<file path="src/rtl/cursor_pkt_pkg.sv">
// Shared constants and state encodings for the 6-byte cursor packet link.
// Used by both the cursor UART transmitter and receiver.
package cursor_pkt_pkg;

    localparam logic [7:0] SYNC_BYTE   = 8'hAA;
    localparam logic [1:0] PKT_VERSION = 2'b01;
    localparam int         PKT_LEN     = 6;

    // byte1 layout: {version[1:0], buttons[1:0], safety_flags[3:0]}
    localparam int VER_MSB  = 7;
    localparam int VER_LSB  = 6;
    localparam int BTN_MSB  = 5;
    localparam int BTN_LSB  = 4;
    localparam int SAFE_MSB = 3;
    localparam int SAFE_LSB = 0;

    typedef enum logic [1:0] {
        PKT_HUNT,
        PKT_COLLECT,
        PKT_CHECK
    } pkt_state_t;

    typedef enum logic [2:0] {
        BIT_IDLE,
        BIT_START,
        BIT_DATA,
        BIT_STOP,
        BIT_WAIT_HIGH
    } bit_state_t;

endpackage

</file>
<file path="src/rtl/cursor_uart_rx_byte.sv">
// 8N1 byte deserializer: 2-flop input synchronizer plus start/data/stop bit FSM.
// Emits a one-cycle byte_strobe or framing_err at the stop-bit sample.
import cursor_pkt_pkg::*;

module cursor_uart_rx_byte #(
    parameter int CLKS_PER_BIT = 217
) (
    input  logic       clk,
    input  logic       rst,
    input  logic       rx,
    output logic       byte_strobe,
    output logic [7:0] data,
    output logic       framing_err,
    output logic       line_idle
);
    localparam int CW = $clog2(CLKS_PER_BIT) + 1;
    localparam logic [CW-1:0] HALF = CW'(CLKS_PER_BIT / 2);
    localparam logic [CW-1:0] LAST = CW'(CLKS_PER_BIT - 1);

    logic            rx_meta_reg, rx_sync_reg;
    bit_state_t      state_reg, state_next;
    logic [CW-1:0]   cnt_reg, cnt_next;
    logic [2:0]      bit_idx_reg, bit_idx_next;
    logic [7:0]      shift_reg, shift_next;

    always_ff @(posedge clk) begin
        if (rst) begin
            rx_meta_reg <= 1'b1;
            rx_sync_reg <= 1'b1;
            state_reg   <= BIT_IDLE;
            cnt_reg     <= '0;
            bit_idx_reg <= '0;
            shift_reg   <= '0;
        end else begin
            rx_meta_reg <= rx;
            rx_sync_reg <= rx_meta_reg;
            state_reg   <= state_next;
            cnt_reg     <= cnt_next;
            bit_idx_reg <= bit_idx_next;
            shift_reg   <= shift_next;
        end
    end

    always_comb begin
        state_next   = state_reg;
        cnt_next     = cnt_reg + CW'(1);
        bit_idx_next = bit_idx_reg;
        shift_next   = shift_reg;
        byte_strobe  = 1'b0;
        framing_err  = 1'b0;
        unique case (state_reg)
            BIT_IDLE: begin
                cnt_next = '0;
                if (!rx_sync_reg) state_next = BIT_START;
            end
            BIT_START: begin
                // A start bit that has gone high again by mid-bit is a glitch.
                if (cnt_reg == HALF) begin
                    cnt_next     = '0;
                    bit_idx_next = '0;
                    state_next   = rx_sync_reg ? BIT_IDLE : BIT_DATA;
                end
            end
            BIT_DATA: begin
                if (cnt_reg == LAST) begin
                    cnt_next     = '0;
                    shift_next   = {rx_sync_reg, shift_reg[7:1]};
                    bit_idx_next = bit_idx_reg + 3'd1;
                    if (bit_idx_reg == 3'd7) state_next = BIT_STOP;
                end
            end
            BIT_STOP: begin
                if (cnt_reg == LAST) begin
                    cnt_next = '0;
                    if (rx_sync_reg) begin
                        byte_strobe = 1'b1;
                        state_next  = BIT_IDLE;
                    end else begin
                        framing_err = 1'b1;
                        state_next  = BIT_WAIT_HIGH;
                    end
                end
            end
            BIT_WAIT_HIGH: begin
                cnt_next = '0;
                if (rx_sync_reg) state_next = BIT_IDLE;
            end
            default: state_next = BIT_IDLE;
        endcase
    end

    assign data      = shift_reg;
    assign line_idle = (state_reg == BIT_IDLE);

endmodule

</file>
<file path="src/rtl/cursor_uart_rx.sv">
// Cursor packet receiver: SYNC hunt, version and XOR checksum validation, field decode.
// Optional CURSOR_RX_SEQ_CHECK_EN adds frame_id continuity checking (err_seq, seq_gap_cnt).
import cursor_pkt_pkg::*;

module cursor_uart_rx #(
    parameter int CLKS_PER_BIT = 217,
    parameter int TIMEOUT_BITS = 20
) (
    input  logic       clk,
    input  logic       rst,
    input  logic       rx,
    output logic       pkt_valid,
    output logic [1:0] buttons,
    output logic [3:0] safety_flags,
    output logic [7:0] dx,
    output logic [7:0] dy,
    output logic [7:0] frame_id,
    output logic       err_chk,
    output logic       err_version,
    output logic       err_framing,
    output logic       err_timeout,
    output logic       rx_busy
`ifdef CURSOR_RX_SEQ_CHECK_EN
    ,
    output logic        err_seq,
    output logic [15:0] seq_gap_cnt
`endif
);
    localparam int CW = $clog2(CLKS_PER_BIT) + 1;
    localparam int GW = $clog2(TIMEOUT_BITS) + 1;

    logic       byte_strobe, framing_err, line_idle;
    logic [7:0] byte_data;

    cursor_uart_rx_byte #(.CLKS_PER_BIT(CLKS_PER_BIT)) u_byte (
        .clk         (clk),
        .rst         (rst),
        .rx          (rx),
        .byte_strobe (byte_strobe),
        .data        (byte_data),
        .framing_err (framing_err),
        .line_idle   (line_idle)
    );

    pkt_state_t    state_reg, state_next;
    logic [2:0]    idx_reg, idx_next;
    logic [7:0]    pkt_byte_reg [1:4];
    logic [CW-1:0] gap_clk_reg;
    logic [GW-1:0] gap_bits_reg;
    logic          store_en, finish, timeout_hit, ver_bad, chk_bad, good_pkt;
    logic [7:0]    chk;

    logic       pkt_valid_reg, err_chk_reg, err_version_reg, err_framing_reg, err_timeout_reg;
    logic [1:0] buttons_reg;
    logic [3:0] safety_reg;
    logic [7:0] dx_reg, dy_reg, frame_id_reg;

    assign timeout_hit = (state_reg == PKT_COLLECT) && line_idle &&
                         (gap_clk_reg == CW'(CLKS_PER_BIT - 1)) &&
                         (gap_bits_reg == GW'(TIMEOUT_BITS - 1));
    // byte_data is byte5 at the moment finish is asserted.
    assign chk      = pkt_byte_reg[1] ^ pkt_byte_reg[2] ^ pkt_byte_reg[3] ^ pkt_byte_reg[4];
    assign ver_bad  = pkt_byte_reg[1][VER_MSB:VER_LSB] != PKT_VERSION;
    assign chk_bad  = chk != byte_data;
    assign good_pkt = finish && !ver_bad && !chk_bad;

    always_comb begin
        state_next = state_reg;
        idx_next   = idx_reg;
        store_en   = 1'b0;
        finish     = 1'b0;
        unique case (state_reg)
            PKT_HUNT: begin
                if (byte_strobe && byte_data == SYNC_BYTE) begin
                    state_next = PKT_COLLECT;
                    idx_next   = 3'd1;
                end
            end
            PKT_COLLECT: begin
                if (framing_err || timeout_hit) begin
                    state_next = PKT_HUNT;
                end else if (byte_strobe) begin
                    store_en = 1'b1;
                    if (idx_reg == 3'(PKT_LEN - 1)) begin
                        finish     = 1'b1;
                        state_next = PKT_CHECK;
                    end else begin
                        idx_next = idx_reg + 3'd1;
                    end
                end
            end
            PKT_CHECK: state_next = PKT_HUNT;
            default:   state_next = PKT_HUNT;
        endcase
    end

    always_ff @(posedge clk) begin
        if (rst) begin
            state_reg <= PKT_HUNT;
            idx_reg   <= '0;
        end else begin
            state_reg <= state_next;
            idx_reg   <= idx_next;
        end
    end

    for (genvar gi = 1; gi <= 4; gi++) begin : g_store
        always_ff @(posedge clk) begin
            if (store_en && idx_reg == 3'(gi)) pkt_byte_reg[gi] <= byte_data;
        end
    end

    // Inter-byte gap measured in whole bit periods of an idle bit FSM.
    always_ff @(posedge clk) begin
        if (rst || state_reg != PKT_COLLECT || !line_idle || timeout_hit) begin
            gap_clk_reg  <= '0;
            gap_bits_reg <= '0;
        end else if (gap_clk_reg == CW'(CLKS_PER_BIT - 1)) begin
            gap_clk_reg  <= '0;
            gap_bits_reg <= gap_bits_reg + GW'(1);
        end else begin
            gap_clk_reg <= gap_clk_reg + CW'(1);
        end
    end

    always_ff @(posedge clk) begin
        if (rst) begin
            pkt_valid_reg   <= 1'b0;
            err_chk_reg     <= 1'b0;
            err_version_reg <= 1'b0;
            err_framing_reg <= 1'b0;
            err_timeout_reg <= 1'b0;
            buttons_reg     <= '0;
            safety_reg      <= '0;
            dx_reg          <= '0;
            dy_reg          <= '0;
            frame_id_reg    <= '0;
        end else begin
            pkt_valid_reg   <= good_pkt;
            err_version_reg <= finish && ver_bad;
            err_chk_reg     <= finish && !ver_bad && chk_bad;
            err_framing_reg <= framing_err;
            err_timeout_reg <= timeout_hit;
            if (good_pkt) begin
                buttons_reg  <= pkt_byte_reg[1][BTN_MSB:BTN_LSB];
                safety_reg   <= pkt_byte_reg[1][SAFE_MSB:SAFE_LSB];
                dx_reg       <= pkt_byte_reg[2];
                dy_reg       <= pkt_byte_reg[3];
                frame_id_reg <= pkt_byte_reg[4];
            end
        end
    end

`ifdef CURSOR_RX_SEQ_CHECK_EN
    logic [7:0]  prev_fid_reg;
    logic        seeded_reg, err_seq_reg;
    logic [15:0] seq_gap_cnt_reg;

    always_ff @(posedge clk) begin
        if (rst) begin
            prev_fid_reg    <= '0;
            seeded_reg      <= 1'b0;
            err_seq_reg     <= 1'b0;
            seq_gap_cnt_reg <= '0;
        end else begin
            err_seq_reg <= 1'b0;
            if (good_pkt) begin
                prev_fid_reg <= pkt_byte_reg[4];
                seeded_reg   <= 1'b1;
                if (seeded_reg && pkt_byte_reg[4] != prev_fid_reg + 8'd1) begin
                    err_seq_reg <= 1'b1;
                    if (seq_gap_cnt_reg != 16'hFFFF) seq_gap_cnt_reg <= seq_gap_cnt_reg + 16'd1;
                end
            end
        end
    end

    assign err_seq     = err_seq_reg;
    assign seq_gap_cnt = seq_gap_cnt_reg;
`endif

    assign pkt_valid    = pkt_valid_reg;
    assign err_chk      = err_chk_reg;
    assign err_version  = err_version_reg;
    assign err_framing  = err_framing_reg;
    assign err_timeout  = err_timeout_reg;
    assign buttons      = buttons_reg;
    assign safety_flags = safety_reg;
    assign dx           = dx_reg;
    assign dy           = dy_reg;
    assign frame_id     = frame_id_reg;
    assign rx_busy      = (state_reg != PKT_HUNT);

endmodule

</file>
<file path="config.mk">
export PLATFORM = sky130hd
export DESIGN_NAME = cursor_uart_rx
export DESIGN_NICKNAME = d
export VERILOG_FILES = /design/src/rtl/cursor_pkt_pkg.sv /design/src/rtl/cursor_uart_rx_byte.sv /design/src/rtl/cursor_uart_rx.sv
export SDC_FILE = /design/constraint.sdc
export NUM_CORES = 1
export LEC_CHECK = 0
export ABC_AREA = 1
export ABC_CLOCK_PERIOD_IN_PS = 5780
export CORE_MARGIN = 5
export CORE_UTILIZATION = 35
export DETAILED_ROUTE_END_ITERATION = 7
export HOLD_SLACK_MARGIN = 0.08
export PLACE_DENSITY = 0.62
export REMOVE_ABC_BUFFERS = 1
export SKIP_LAST_GASP = 1
export SYNTH_ARGS = -nofsm -noshare
export SYNTH_HDL_FRONTEND = slang
export SYNTH_SLANG_ARGS = --single-unit
</file>
<file path="constraint.sdc">
create_clock -name clk -period 5.78 [get_ports clk]
set_input_delay 0.867 -clock clk [delete_from_list [all_inputs] [get_ports clk]]
set_output_delay 0.867 -clock clk [all_outputs]
set_load 0.01 [all_outputs]
</file>
==> impl_metrics.toml, run 1 <==
[outcome]
status = "completed"

[yosys]
ys_seq_elements = 112
synth_area_mm2 = 0.005066
ys_warn_count = 0
ys_seq_area_frac = 0.5058
syn_avg_cell_area_um2 = 8.444
synth_cell_types = 36
synth_area_leader_cell = "dfxtp_1"
netlist_top_cells_area = "dfxtp_1 (32%), edfxtp_1 (19%), nand2_1 (10%), a21oi_1 (5.3%), inv_1 (5.3%)"
synth_top_area_frac = 0.3161
netlist_instances = 600

[global_route]
antenna_found_initial = 0
grt_pass1_wl_um = 16630
track_usage = 0.1214
grt.overflow.total = 0
grt_pass1_vias = 3708
grt_max_degree = 43

[worst_setup_path]
r2r_end = "pkt_byte_reg[0][30]"
slowest_delay_ns = 0.58
cp-start-kind = "primary input"
cp.required_ns = 6.02
cp-startpoint = "rst"
r2r_cells = 8
r2r_slack_ns = 3.28
crit_arrival_ns = 3.03
end_kind = "flip-flop"
critical_path_depth = 6
cp_max_fo = 42
path_cells = "clkdlybuf4s50_1 > buf_4 > clkinv_1 > nand3_1 > o21bai_1 > a21oi_1"
slowest_stage = "clkinv_1"
cp-endpoint = "gap_clk_reg[8]"
crit_family = "buffers and inverters"
r2r_start = "u_byte.cnt_reg[0]"
cp_num_buf_inv = 3
worstSetupPathType = "in2reg"

[finish]
final_cell_mix = "nand2_1 (136), dfxtp_1 (80), inv_1 (71), a21oi_1 (54), nor2_1 (47)"
area_growth_pct = 15.07
drive_gt1_frac = 0.06782
antennaDiodeCount = 0
stdcell_count = 818
layout_commonest_cell = "nand2_1"
largest_reg_flops = 32
nets = 644

[place]
dpl.cell_count = 802
io_buffer_count = 38
dp_hpwl_um = 6987
gp_congestion = 0.8249
pre_cts_slack_ns = 2.624

[detailed_routing]
dr.pass1.iters = 5
drtIter0Drc = 202
wl_um = 9873
wl_per_cell_um = 12.07
drt-vias-per-instance = 4.730
ant_nets = 0
dr_total_vias = 3869
drcViolationCount = 0

[sta]
setup_ws_ns = 2.988
worstMarginPinSlew_ns = 1.139
clock.fmax_ghz = 0.3581
fin_setup_tns_ns = 0
max-slew-margin-rel = 0.2377
slew_violations = 0
worst_hold_slack_ns = 0.4115
fin_crit_sh = 0.4831
setup_violations = 0
fin_crit_ns = 2.792
fin_skew_ns = 0.009861
hold_viol = 0
rsz0062_at_grt = "no"

[clock_network]
clockRootBuffer = "clkbuf_16"
clock_latency_ns = 0.35
htreeDepth = 3
cts_sinks = 112
post_cts_buffers = 0
ctsLongestPathBuffers = 2
cts_hold_buf = 0
clkTransAtPathRegs_ns = 0.07
numCtsBuffers = 9
cts_resized = 0
cts_tree = "yes"

[floorplan]
num_io_pins = 39
die_h_um = 130.3
die-area_mm2 = 0.01698
initial_utilization = 0.3526
dieWidth_um = 130.3
rows = 44
coreArea_mm2 = 0.01437

[power]
powerDensity_mw_per_mm2 = 257.4
p_leak_uw = 0.002148
ir_worst_vdd_v = 0.0001361

[hold_path]
hold_depth = 1
hold_class = "reg2reg"

[flow_run]
max_cap_violations = 0
==> where the power goes <==
| group | internal [µW] | total [µW] | switching, µW |
|---|---|---|---|
| clock network | 336 | 609 | 273 |
| registers | 810 | 822 | 11.8 |
| logic | 22.0 | 69.2 | 47.2 |
| total | 1170 | 1500 | 332 |
==> how the worst min path moves through the flow <==
stage                                   from                 end  slack [ns]
final                     u_byte.rx_meta_reg  u_byte.rx_sync_reg        0.41
after global routing      u_byte.rx_meta_reg  u_byte.rx_sync_reg        0.43
after CTS                 u_byte.rx_meta_reg  u_byte.rx_sync_reg        0.41
after detailed placement  u_byte.rx_meta_reg  u_byte.rx_sync_reg        0.39
after global placement    u_byte.rx_meta_reg  u_byte.rx_sync_reg        0.40
after floorplan           u_byte.rx_meta_reg  u_byte.rx_sync_reg        0.39
==> Yosys cell counts (all sizes together) <==
cell type,count
o21bai,2
nand3b,3
or2,3
o21ai,17
and3,1
nand4,34
clkbuf,6
nor3,12
nor4,4
clkinv,1
nand2,140
o31ai,1
nor2,55
o21a,1
dfxtp,80
buf,15
a21oi,54
nor3b,3
edfxtp,32
xor2,7
inv,78
nand3,30
xnor2,9
ha,12
==> metrics by stage <==
stage / util / total power, µW / cell area (µm²)
after global routing: 0.4057 / 1560 / 5829
after detailed placement: 0.3857 / 907.5 / 5542
after floorplan: - / 887.9 / 4923
after global placement: 0.3857 / 904.7 / 5542
after CTS: 0.4057 / 1518 / 5829
final: 0.4057 / 1500 / 5829
==> routing by layer <==
metal	up-vias	part of all wire	track usage
met4	0	0.0099	0.04768
li1	2023	-	-
met1	1786	0.43	0.1372
met5	-	0	0
met2	53	0.52	0.2212
met3	7	0.040	0.02702
==> logic make-up (layout without fill, tap and decap cells) <==
kind of cell,Yosys count,in the layout,share of synthesized area
AO/OA/AOI/OAI,75,75,0.07878
XOR/XNOR,16,16,0.02766
adder cells (fa/ha/maj),12,12,0.02964
buffers and inverters,100,134,0.08669
flip-flops,112,112,0.5058
AND/OR/NAND/NOR,285,285,0.2714
==> area by class of cell <==
type | instances | area (µm²)
fillers | 1414 | 8539
flip-flops and latches | 112 | 2562
multi-input cells | 388 | 2064
repair buffers | 39 | 387.9
inverters | 79 | 296.5
clock buffers | 11 | 232.7
well taps | 184 | 230.2
clock inverters | 5 | 55.05
==> worst reg2reg max path, delay by kind of cell, from the launching register on <==
family,cells,cell delay [ns]
simple gates,6,1.57
flops,1,0.34
fa+ha+maj,1,0.15
buf+inv,1,0.07
Note: power is estimated with default switching activity, not from simulation.
==> run 2: changes to the inputs <==
--- a/config.mk
+++ b/config.mk
@@ -6,7 +6,7 @@
 export NUM_CORES = 1
 export LEC_CHECK = 0
 export ABC_AREA = 1
-export ABC_CLOCK_PERIOD_IN_PS = 5780
+export ABC_CLOCK_PERIOD_IN_PS = 2600
 export CORE_MARGIN = 5
 export CORE_UTILIZATION = 35
 export DETAILED_ROUTE_END_ITERATION = 7
==> constraint.sdc (replaced) <==
create_clock -name clk -period 2.6 [get_ports clk]
set_input_delay 0.39 -clock clk [delete_from_list [all_inputs] [get_ports clk]]
set_output_delay 0.39 -clock clk [all_outputs]
set_load 0.01 [all_outputs]
==> run 2 against run 1 <==
  * Worst setup slack worse by 2.5 ns
  * First-iteration DRC count decreased by 8.4%
  * Sequential power increased by 120%
  * Sequential share of layout area is 0.71 points lower
  * Die area unchanged
  * Sequential cell count did not move
  * Combinational power rose by 130%
  * Register-to-register slack got worse by 2.8 ns
  * Design area rose by 1.7%
==> impl_metrics.toml, run 2 (synthesized netlist as in run 1, its figures left out) <==
[outcome]
status = "completed"

[clock_network]
htreeDepth = 3
cts_hold_buf = 0
numCtsBuffers = 9
clkTransAtPathRegs_ns = 0.07
clockRootBuffer = "clkbuf_16"
cts_tree = "yes"
ctsLongestPathBuffers = 2
clock_latency_ns = 0.35
cts_resized = 0
post_cts_buffers = 0
cts_sinks = 112

[sta]
hold_viol = 0
fin_skew_ns = 0.005490
setup_ws_ns = 0.4917
fin_setup_tns_ns = 0
slew_violations = 0
clock.fmax_ghz = 0.4743
worstMarginPinSlew_ns = 0.4144
rsz0062_at_grt = "no"
setup_violations = 0
fin_crit_ns = 2.108
fin_crit_sh = 0.8109
max-slew-margin-rel = 0.7238

[floorplan]
die-area_mm2 = 0.01698
coreArea_mm2 = 0.01437
initial_utilization = 0.3526
num_io_pins = 39
die_h_um = 130.3
dieWidth_um = 130.3
rows = 44

[flow_run]
max_cap_violations = 0

[finish]
drive_gt1_frac = 0.08709
final_cell_mix = "nand2_1 (136), dfxtp_1 (80), inv_1 (71), a21oi_1 (54), nor2_1 (47)"
largest_reg_flops = 32
nets = 653
layout_commonest_cell = "nand2_1"
antennaDiodeCount = 0
area_growth_pct = 16.97

[power]
p_leak_uw = 0.002203
p_int_uw = 2610
p_seq_frac = 0.539
swShare = 0.2291
comb_power_share = 0.047
powerDensity_mw_per_mm2 = 571.3
clkPwrFrac = 0.414
ir_worst_vdd_v = 0.0003593
power_switching_uw = 775.5

[global_route]
grt.overflow.total = 0
antenna_found_initial = 0
track_usage = 0.1315
grt_max_degree = 42
grt_pass1_vias = 3778
grt_pass1_wl_um = 17570

[worst_setup_path]
crit_arrival_ns = 2.35
cp.required_ns = 2.84
slowest_stage = "dfxtp_1"
slowest_delay_ns = 0.43
cp-start-kind = "flip-flop"
worstSetupPathType = "reg2reg"
path_cells = "inv_1 > nand2_1 > nand2_1 > nand2_1 > nand2_1 > nand2_1 > nand2_1 > inv_1 > nand2_1 > nor2_4 > nand3_4 > nand2_1 > a21oi_1"
end_kind = "flip-flop"
cp_max_fo = 31
r2r_cells = 13
crit_top_cell = "nand2_1"

[place]
gp_congestion = 0.8345
io_buffer_count = 38
dp_hpwl_um = 7532
pre_cts_slack_ns = 0.4467

[detailed_routing]
drcViolationCount = 0
wl_um = 10470
dr.pass1.iters = 4
drtIter0Drc = 185
ant_nets = 0
drt-vias-per-instance = 4.793
dr_total_vias = 3964
wl_per_cell_um = 12.66

[hold_path]
hold_depth = 1
hold_class = "reg2reg"
-- run 2: routing by layer --
metal	vias up	wire length, µm	global-route usage
li1	2043	-	-
met3	8	543	0.04380
met4	0	105	0.04829
met5	-	0	0
met1	1827	4586	0.1517
met2	86	5238	0.2266
-- run 2: critical path, delay by kind of cell (launching register included) --
family	cells	cell delay (ns)
flops	1	0.43
buf+inv	2	0.15
simple gates	10	1.31
compound gates	1	0.08
-- run 2: final timing paths --
path | startpoint | endpoint | slack (ns)
min reg2reg | u_byte.rx_meta_reg | u_byte.rx_sync_reg | 0.42
max | u_byte.data[6] | frame_id[1] | 0.49
max reg2reg | u_byte.data[6] | frame_id[1] | 0.49
min | u_byte.rx_meta_reg | u_byte.rx_sync_reg | 0.42
-- run 2: stage by stage --
step / std cells / hold slack [ns] / total power, µW / util / instance area, µm²
after floorplan: 579 / 0.3895 / 1974 / - / 4923
final: 827 / 0.4191 / 3385 / 0.4124 / 5926
after CTS: 827 / 0.4248 / 3439 / 0.4124 / 5926
after global placement: 811 / 0.4026 / 2017 / 0.3912 / 5622
after global routing: 827 / 0.4608 / 3540 / 0.4124 / 5926
after detailed placement: 811 / 0.4042 / 2025 / 0.3912 / 5622
-- run 2: power groups by stage --
stage | clock network (µW) | registers, µW | logic, µW
final | 1400 | 1820 | 161
after global routing | 1520 | 1830 | 187
after CTS | 1450 | 1820 | 161
after global placement | 0 | 1860 | 154
after detailed placement | 0 | 1860 | 161
after floorplan | 0 | 1860 | 115
-- run 2: cell type report --
cell class / count / area, µm²
tap: 184 / 230.2
clock inverter: 7 / 78.83
sequential: 112 / 2562
fill: 1397 / 8443
timing repair buffer: 48 / 467.9
multi-input combinational: 388 / 2064
clock buffer: 9 / 225.2
inverter: 79 / 296.5
==> run 3: changes to the inputs <==
--- a/config.mk
+++ b/config.mk
@@ -6,7 +6,7 @@
 export NUM_CORES = 1
 export LEC_CHECK = 0
 export ABC_AREA = 1
-export ABC_CLOCK_PERIOD_IN_PS = 2600
+export ABC_CLOCK_PERIOD_IN_PS = 2000
 export CORE_MARGIN = 5
 export CORE_UTILIZATION = 35
 export DETAILED_ROUTE_END_ITERATION = 7
==> constraint.sdc (replaced) <==
create_clock -name clk -period 2 [get_ports clk]
set_input_delay 0.3 -clock clk [delete_from_list [all_inputs] [get_ports clk]]
set_output_delay 0.3 -clock clk [all_outputs]
set_load 0.01 [all_outputs]
==> run 3 against run 2 <==
  * Clock power is 19% higher
  * Via count is 0.35% higher
  * Fmax is 14% higher
  * Count of clock-buffer cells in the layout stayed put
  * Combinational power is 67% higher
  * Sequential cell count stayed put
  * Die area stayed put
  * Sequential share of layout area is 1.3 points lower
  * Register-to-register slack worse by 0.34 ns
  * Largest power group unchanged
  * Highest routed layer unchanged
==> impl_metrics.toml, run 3 (synthesized netlist as in run 1, its figures left out) <==
[floorplan]
num_io_pins = 39
coreArea_mm2 = 0.01437
rows = 44
initial_utilization = 0.3526
die_h_um = 130.3
die-area_mm2 = 0.01698
dieWidth_um = 130.3

[sta]
fin_crit_sh = 0.9230
fin_crit_ns = 1.846
rsz0062_at_grt = "yes"
setup_violations = 0
hold_viol = 0
slew_violations = 0
max-slew-margin-rel = 0.7019
fin_skew_ns = 0.009384
clock.fmax_ghz = 0.5417
worstMarginPinSlew_ns = 0.4471

[global_route]
grt_pass1_wl_um = 18000
antenna_found_initial = 0
track_usage = 0.1336
grt_pass1_vias = 3875
grt.overflow.total = 0
grt_max_degree = 42

[hold_path]
worstHoldStart = "u_byte.rx_meta_reg"
hold_depth = 1
hold_class = "reg2reg"
whs_endpoint = "u_byte.rx_sync_reg"

[power]
p_leak_uw = 0.002295
power_uw = 4293
powerDensity_mw_per_mm2 = 700.9
ir_worst_vdd_v = 0.0004300

[worst_setup_path]
r2r_start = "gap_clk_reg[0]"
cp.required_ns = 2.07
worstSetupPathType = "reg2reg"
crit_arrival_ns = 1.91
r2r_slack_ns = 0.15
cp-start-kind = "flip-flop"
r2r_end = "pkt_byte_reg[0][16]"
end_kind = "flip-flop"
r2r_cells = 10
cp_max_fo = 8

[detailed_routing]
drcViolationCount = 0
dr.pass1.iters = 4
ant_nets = 0
wl_um = 10820
dr_total_vias = 3978
drt-vias-per-instance = 4.719
drtIter0Drc = 169
wl_per_cell_um = 12.83

[clock_network]
htreeDepth = 3
ctsLongestPathBuffers = 2
cts_hold_buf = 0
numCtsBuffers = 9
clkTransAtPathRegs_ns = 0.07
clock_latency_ns = 0.36
cts_sinks = 112
cts_tree = "yes"
clockRootBuffer = "clkbuf_16"

[finish]
utilization = 0.4262
final_cell_mix = "nand2_1 (135), dfxtp_1 (74), inv_1 (69), a21oi_1 (54), nor2_1 (44)"
layout_commonest_cell = "nand2_1"
antennaDiodeCount = 0
stdcell_count = 843
area_growth_pct = 20.89
drive_gt1_frac = 0.1305
largest_reg_flops = 32
nets = 669
fill_cells = 1378

[place]
dp_hpwl_um = 7681
gp_congestion = 0.8624
io_buffer_count = 38
dpl.cell_count = 820

[flow_run]
max_cap_violations = 0

[outcome]
status = "completed"
[run 3: changes by cell type in the layout (fill, tap and decap cells not counted), sizes merged]
| cell | change |
|---|---|
| buf | +15 |
| bufinv | -1 |
| nand3 | +1 |
| clkinv | +1 |
[run 3: per-stage QoR]
step	cell area (µm²)	setup slack, ns	hold WS [ns]	TNS [ns]
final	6125	0.1540	0.4105	0
after global placement	5702	0.02412	0.3963	0
after CTS	5998	0.05297	0.4116	0
after floorplan	4923	0.06340	0.3691	0
after global routing	6125	-0.01776	0.4171	-0.1163
after detailed placement	5702	-0.07541	0.3946	-1.590
[run 3: final cells by class]
class	instances	area, µm²	share of cell area
sequential	112	2570	0.4196
multi-input combinational	389	2131	0.3479
timing repair buffer	63	625.6	0.1021
inverter	79	296.5	0.04842
tap	184	230.2	0.03759
clock buffer	9	225.2	0.03677
clock inverter	7	46.29	0.007559
[run 3: metal layers]
layer / wire [µm] / global-route usage / vias up
met1: 4764 / 0.1573 / 1833
met4: 126 / 0.04095 / 0
li1: - / - / 2072
met2: 5381 / 0.2330 / 59
met3: 545 / 0.04134 / 14
met5: 0 / 0 / -
[run 3: worst max path at each step]
stage	to	depth (start not counted)	start	slack [ns]
2_1_floorplan	pkt_byte_reg[0][24]	8	u_byte.cnt_reg[0]	0.06
3_3_place_gp	dy[7]	13	u_byte.data[6]	0.02
3_5_place_dp	frame_id[1]	13	u_byte.data[3]	-0.08
4_1_cts	frame_id[1]	11	u_byte.data[7]	0.05
5_1_grt	pkt_byte_reg[0][21]	10	gap_clk_reg[1]	-0.02
6_report	pkt_byte_reg[0][16]	10	gap_clk_reg[0]	0.15
[run 3: timing repair]
| action | 4_1_cts | 5_1_grt |
|---|---|---|
| pin swaps | 2 | 10 |
| resized for setup | 1 | 21 |
| setup buffers | 1 | 5 |
| cloned | 1 | 0 |
| setup endpoints to repair | 30 | 66 |
[run 3: where the power goes]
part | switching [µW] | internal (µW)
clock network | 813 | 845
logic | 165 | 103
registers | 23.7 | 2340
total | 1000 | 3290
[run 3: critical path, stage by stage (launching register included)]
cell and delay (ns):
dfxtp_2 0.34, inv_1 0.05, ha_1 0.19, nand3_1 0.09, nor2_2 0.05, nand3_1 0.13, nand2_1 0.11, nor2_2 0.17
nand3_2 0.12, nor2_2 0.14, buf_6 0.16
